===== src/rtl/jam_pkg.sv =====
// jam_pkg: shared widths, defaults and lock-FSM state type for the jam cost arbiter
package jam_pkg;
    localparam int JAM_IDX_W     = 3;
    localparam int JAM_COST_W    = 7;
    localparam int JAM_SUM_W     = 10;
    localparam int JAM_NUM_REQ   = 4;
    localparam int JAM_BURST_LEN = 8;
    typedef enum logic {IDLE, BURST} jam_state_t;
endpackage


===== src/rtl/jam_rr_picker.sv =====
// jam_rr_picker: combinational round-robin pick starting the search at ptr
module jam_rr_picker #(
    parameter int NUM_REQ = 4,
    parameter int ID_W    = 2
) (
    input  logic [NUM_REQ-1:0] req,
    input  logic [ID_W-1:0]    ptr,
    output logic [NUM_REQ-1:0] gnt,
    output logic [ID_W-1:0]    id
);
    logic [ID_W-1:0] k;
    // Walk the search order backwards so the earliest requester after ptr wins last
    always_comb begin
        gnt = '0;
        id  = '0;
        k   = '0;
        for (int i = NUM_REQ - 1; i >= 0; i--) begin
            k = ID_W'((int'(ptr) + i) % NUM_REQ);
            if (req[k]) begin
                id  = k;
                gnt = NUM_REQ'(1) << k;
            end
        end
    end
endmodule


===== src/rtl/jam_cost_arbiter.sv =====
// jam_cost_arbiter: round-robin, burst-locked sharing of one cost ROM port among engines
module jam_cost_arbiter
    import jam_pkg::*;
#(
    parameter int NUM_REQ   = JAM_NUM_REQ,
    parameter int BURST_LEN = JAM_BURST_LEN,
    parameter int ID_W      = $clog2(NUM_REQ)
) (
    input  logic                           CLK,
    input  logic                           RST,
    input  logic [NUM_REQ-1:0]             req,
    input  logic [JAM_IDX_W*NUM_REQ-1:0]   req_w,
    input  logic [JAM_IDX_W*NUM_REQ-1:0]   req_j,
    input  logic [NUM_REQ-1:0]             req_last,
    output logic [NUM_REQ-1:0]             gnt,
    output logic [JAM_IDX_W-1:0]           W,
    output logic [JAM_IDX_W-1:0]           J,
    input  logic [JAM_COST_W-1:0]          Cost,
    output logic                           rsp_valid,
    output logic [ID_W-1:0]                rsp_id,
    output logic [JAM_COST_W-1:0]          rsp_cost,
    output logic                           rsp_last,
    output logic                           busy,
    output logic                           err
);
    localparam int CNT_W = $clog2(BURST_LEN) + 1;

    jam_state_t           state, state_nxt;
    logic [ID_W-1:0]      owner, owner_nxt, rr_ptr, rr_nxt, pick_id, sel_id, s1_id;
    logic [CNT_W-1:0]     beat_cnt, cnt_nxt, cnt_plus;
    logic [NUM_REQ-1:0]   pick_gnt;
    logic [JAM_IDX_W-1:0] sel_w, sel_j;
    logic                 accept, sel_last, done, err_set, s1_vld, s1_last;

    jam_rr_picker #(.NUM_REQ(NUM_REQ), .ID_W(ID_W)) u_pick (
        .req (req),
        .ptr (rr_ptr),
        .gnt (pick_gnt),
        .id  (pick_id)
    );

    assign busy = (state == BURST);

    // Grant the lock owner while bursting, otherwise the round-robin pick; mux its beat fields
    always_comb begin
        sel_id   = (state == BURST) ? owner : pick_id;
        gnt      = (state == BURST) ? NUM_REQ'(1) << owner : pick_gnt;
        accept   = |(req & gnt);
        cnt_plus = (state == BURST) ? beat_cnt + 1'b1 : CNT_W'(1);
        sel_w    = '0;
        sel_j    = '0;
        sel_last = 1'b0;
        for (int k = 0; k < NUM_REQ; k++) begin
            if (sel_id == ID_W'(k)) begin
                sel_w    = req_w[JAM_IDX_W*k +: JAM_IDX_W];
                sel_j    = req_j[JAM_IDX_W*k +: JAM_IDX_W];
                sel_last = req_last[k];
            end
        end
        done = sel_last || (cnt_plus == CNT_W'(BURST_LEN));
    end

    // Lock FSM: a beat that ends the burst (marked last or hitting the cap) releases and advances rr_ptr
    always_comb begin
        state_nxt = state;
        owner_nxt = owner;
        rr_nxt    = rr_ptr;
        cnt_nxt   = beat_cnt;
        err_set   = 1'b0;
        if (accept) begin
            if (done) begin
                state_nxt = IDLE;
                rr_nxt    = (sel_id == ID_W'(NUM_REQ - 1)) ? '0 : sel_id + 1'b1;
                cnt_nxt   = '0;
                err_set   = !sel_last;
            end else begin
                state_nxt = BURST;
                owner_nxt = sel_id;
                cnt_nxt   = cnt_plus;
            end
        end
    end

    // Lock FSM state and sticky overrun flag
    always_ff @(posedge CLK or posedge RST) begin
        if (RST) begin
            state    <= IDLE;
            owner    <= '0;
            rr_ptr   <= '0;
            beat_cnt <= '0;
            err      <= 1'b0;
        end else begin
            state    <= state_nxt;
            owner    <= owner_nxt;
            rr_ptr   <= rr_nxt;
            beat_cnt <= cnt_nxt;
            err      <= err | err_set;
        end
    end

    // Issue stage drives the ROM address; response stage samples Cost one cycle later
    always_ff @(posedge CLK or posedge RST) begin
        if (RST) begin
            W         <= '0;
            J         <= '0;
            s1_vld    <= 1'b0;
            s1_id     <= '0;
            s1_last   <= 1'b0;
            rsp_valid <= 1'b0;
            rsp_id    <= '0;
            rsp_cost  <= '0;
            rsp_last  <= 1'b0;
        end else begin
            s1_vld    <= accept;
            rsp_valid <= s1_vld;
            if (accept) begin
                W       <= sel_w;
                J       <= sel_j;
                s1_id   <= sel_id;
                s1_last <= sel_last;
            end
            if (s1_vld) begin
                rsp_id   <= s1_id;
                rsp_cost <= Cost;
                rsp_last <= s1_last;
            end
        end
    end
endmodule

===== config.mk =====
export PLATFORM = sky130hd
export DESIGN_NAME = jam_cost_arbiter
export DESIGN_NICKNAME = d
export VERILOG_FILES = /design/src/rtl/jam_pkg.sv /design/src/rtl/jam_rr_picker.sv /design/src/rtl/jam_cost_arbiter.sv
export SDC_FILE = /design/constraint.sdc
export NUM_CORES = 1
export LEC_CHECK = 0
export CAP_MARGIN = 20
export CORE_MARGIN = 5
export CORE_UTILIZATION = 48
export DETAILED_ROUTE_END_ITERATION = 8
export PLACE_DENSITY_LB_ADDON = 0.1
export SLEW_MARGIN = 20
export SYNTH_ARGS = -nofsm -noshare
export SYNTH_HDL_FRONTEND = slang
export SYNTH_SLANG_ARGS = --single-unit

===== constraint.sdc =====
create_clock -name CLK -period 6 [get_ports CLK]
set_input_delay 0.9 -clock CLK [delete_from_list [all_inputs] [get_ports CLK]]
set_output_delay 0.9 -clock CLK [all_outputs]
set_load 0.1 [all_outputs]

==> results_dict.tcl <==
set metrics [dict create \
    viasPerCell 5.532 \
    synth_async_sr_flop_share_pct 100.0 \
    antenna_found_initial 0 \
    r2r_cells 15 \
    synth_seq_cells 31 \
    dp_hpwl_microns 3796 \
    avgRoutedWirePerCell_microns 15.26 \
    fill_cells 371 \
    synth_seq_area_share_pct 34.79 \
    antenna-diode-count 0 \
    synth_cells 214 \
    cts_buffer_depth 2 \
    gr-total-overflow 0 \
    drive_above_1_share_pct 20.15 \
    fp.dieArea_sq_um 6108 \
    grtUsageMet3_pct 4.462 \
    min_period_over_period_pct 86.38 \
    yosysMostFrequentCell "dfrtp_1" \
    areaGrowthSynthToFinish_pct 31.48 \
    core_area_sq_um 4444 \
    ant_nets 0 \
    worstMarginPinSlew_ps 999.5 \
    ctsHtreeMaxLevel 2 \
    synth_ff_type "dfrtp_1" \
    ios 64 \
    crit_start "rr_ptr[0]$_DFFE_PP0P_" \
    synth_edf_count 0 \
    clk_root_buffer_cell "clkbuf_8" \
    yosys-top-cells-area "dfrtp_1 (35%), mux2_2 (11%), ha_1 (5.1%)" \
    cts_repair_resize_count 0 \
    drtIter0Drc 91 \
    critPathMaxFanout 13 \
    start_kind "flip-flop" \
    worstPathRequired_ps 6160 \
    use_met2_pct 27.91 \
    critPathKind "reg -> reg" \
    finalWeightedCongestion 0.8455 \
    ys_warn_count 0 \
    synth_cell_types 54 \
    hp-class "reg -> reg" \
    portBuffers 63 \
    ff_latch_area_sq_um 775.7 \
    die_w_microns 78.16 \
    reg2reg_to "owner[0]$_DFFE_PP0P_" \
    use_met1_pct 23.74 \
    busiest_layer "met2" \
    syn_area_sq_um 2230 \
    postCtsSetupBuffers 0 \
    num_vias 1798 \
    fin_crit_ps 5183 \
    hold_end "err$_DFF_PP0_" \
    grt_pass1_wl_microns 8700 \
    setup.worst_path.end_class "flip-flop" \
    drc_errors 0 \
    worstPathArrival_ps 5340 \
    hold-path-cell-count 1 \
    cts-buffers-inserted 5 \
    relSlewSlack_pct 33.16 \
    outcome "finished, final reports clean" \
    fmax_mhz 192.9 \
    finalSetupTns_ps 0 \
    synth_area_leader_cell "dfrtp_1" \
    cts_tree "yes" \
    initial_utilization_pct 50.17 \
    cap_violations 0 \
    rrSetupSlack_ps 820 \
    grt_max_degree 32 \
    clk_latency_ps 270 \
    hold_buffers 0 \
    cts.sinks 31 \
    synth_commonest_cells "dfrtp_1 (31), mux2_2 (22), nor2_1 (14)" \
    grt_usage_pct 17.57 \
    netlist.area_leader.share_pct 34.79 \
    clkTransAtPathRegs_ps 60 \
    r2r_start "rr_ptr[0]$_DFFE_PP0P_" \
    fin_worst_skew_ps 1.188 \
    synth_fp_nets 264 \
    rsz0062_at_grt "false" \
    final_nets 322 \
    drtPass1Iterations 4 \
    multiInputGateArea_sq_um 1296 \
    wl_microns 4958 \
    rows 24 \
    die_h_microns 78.16 \
    setup_viol 0 \
    hold_violations 0 \
    grt_pass1_vias 1786 \
    hp-start "err$_DFF_PP0_" \
    avgSynthCellArea_sq_um 10.42 \
    report.final.slew_viol_count 0 \
]
critical path, stage by stage, from the launching register on:
cell       delay [ps]
dfrtp_1           680
inv_1             220
ha_1              530
mux4_2            670
a2111oi_0         410
a211oi_1           90
a211oi_1          210
nor2_1            140
inv_1             110
ha_1              320
nor2b_1           170
a221oi_1          390
o31a_1            260
or2b_2            330
o21bai_1          200
mux2_2            310
cell families (layout without fill, tap and decap cells):
kind of cell               Yosys count  count (layout)  synth area share [%]
DFF                                 31              31                 34.79
xor gates and xnor gates             2               2                0.7858
and+or+nand+nor                     52              52                 12.57
muxes                               36              36                 21.16
buffers and inverters               26              85                 7.070
AOI/OAI and AO/OA                   58              58                 18.58
adders and majority gates            9               9                 5.051
worst max-delay path by stage:
stage                                       to  slack [ps]  cells past startpoint
after CTS                 owner[0]$_DFFE_PP0P_         840                     15
final                     owner[0]$_DFFE_PP0P_         820                     15
after floorplan                         gnt[1]         810                     10
after detailed placement  owner[0]$_DFFE_PP0P_         840                     14
after global routing      owner[0]$_DFFE_PP0P_         240                     15
after global placement    owner[0]$_DFFE_PP0P_         940                     14
metrics by stage:
step | util [%] | cells | setup slack, ps | hold slack, ps | instance area [sq um]
final | 65.96 | 325 | 817.1 | 477.7 | 2932
after global routing | 65.96 | 325 | 236.6 | 505.5 | 2932
after CTS | 65.96 | 325 | 843.6 | 483.0 | 2932
after detailed placement | 63.32 | 317 | 843.9 | 464.6 | 2814
after global placement | 63.32 | 317 | 944.2 | 460.3 | 2814
after floorplan | - | 214 | 805.4 | 351.9 | 2230
sequential cells by signal, indices dropped and copies added (netlist names):
register,flops
rsp_cost,7
beat_cnt,4
J,3
W,3
owner,2
rr_ptr,2
rsp_id,2
s1_id,2
busy,1
err,1
rsp_last,1
rsp_valid,1
s1_last,1
s1_vld,1
metal layers:
metal,share of wire (%),up-vias
li1,-,901
met1,47,842
met2,46,50
met3,5.9,5
met4,1.2,0
met5,0,-
layout make-up:
type / count / share of cell area, %
multi-input cells: 157 / 44.22
flip-flops and latches: 31 / 26.46
repair buffers: 64 / 21.43
clock buffers: 6 / 2.817
well taps: 52 / 2.219
inverters: 13 / 1.665
clock inverters: 2 / 1.195
cell usage in the layout (no fill, tap or decap), types with 3 or more instances in the layout:
master and n:
clkdlybuf4s50_1 59, a22oi_1 5, buf_4 5, nand2_1 13
nor2b_1 4, or2b_2 3, mux2_4 6, mux2i_1 4
a21oi_1 13, o21ai_0 12, a2111oi_0 3, o31ai_1 4
dfrtp_1 31, nor2_1 14, inv_1 13, mux4_2 3
clkbuf_8 6, ha_1 9, nor3_1 4, mux2_2 22
Power is left out: the tool's default activity adds up to more than one toggle a clock period on the data nets, which glitch-free logic cannot reach.
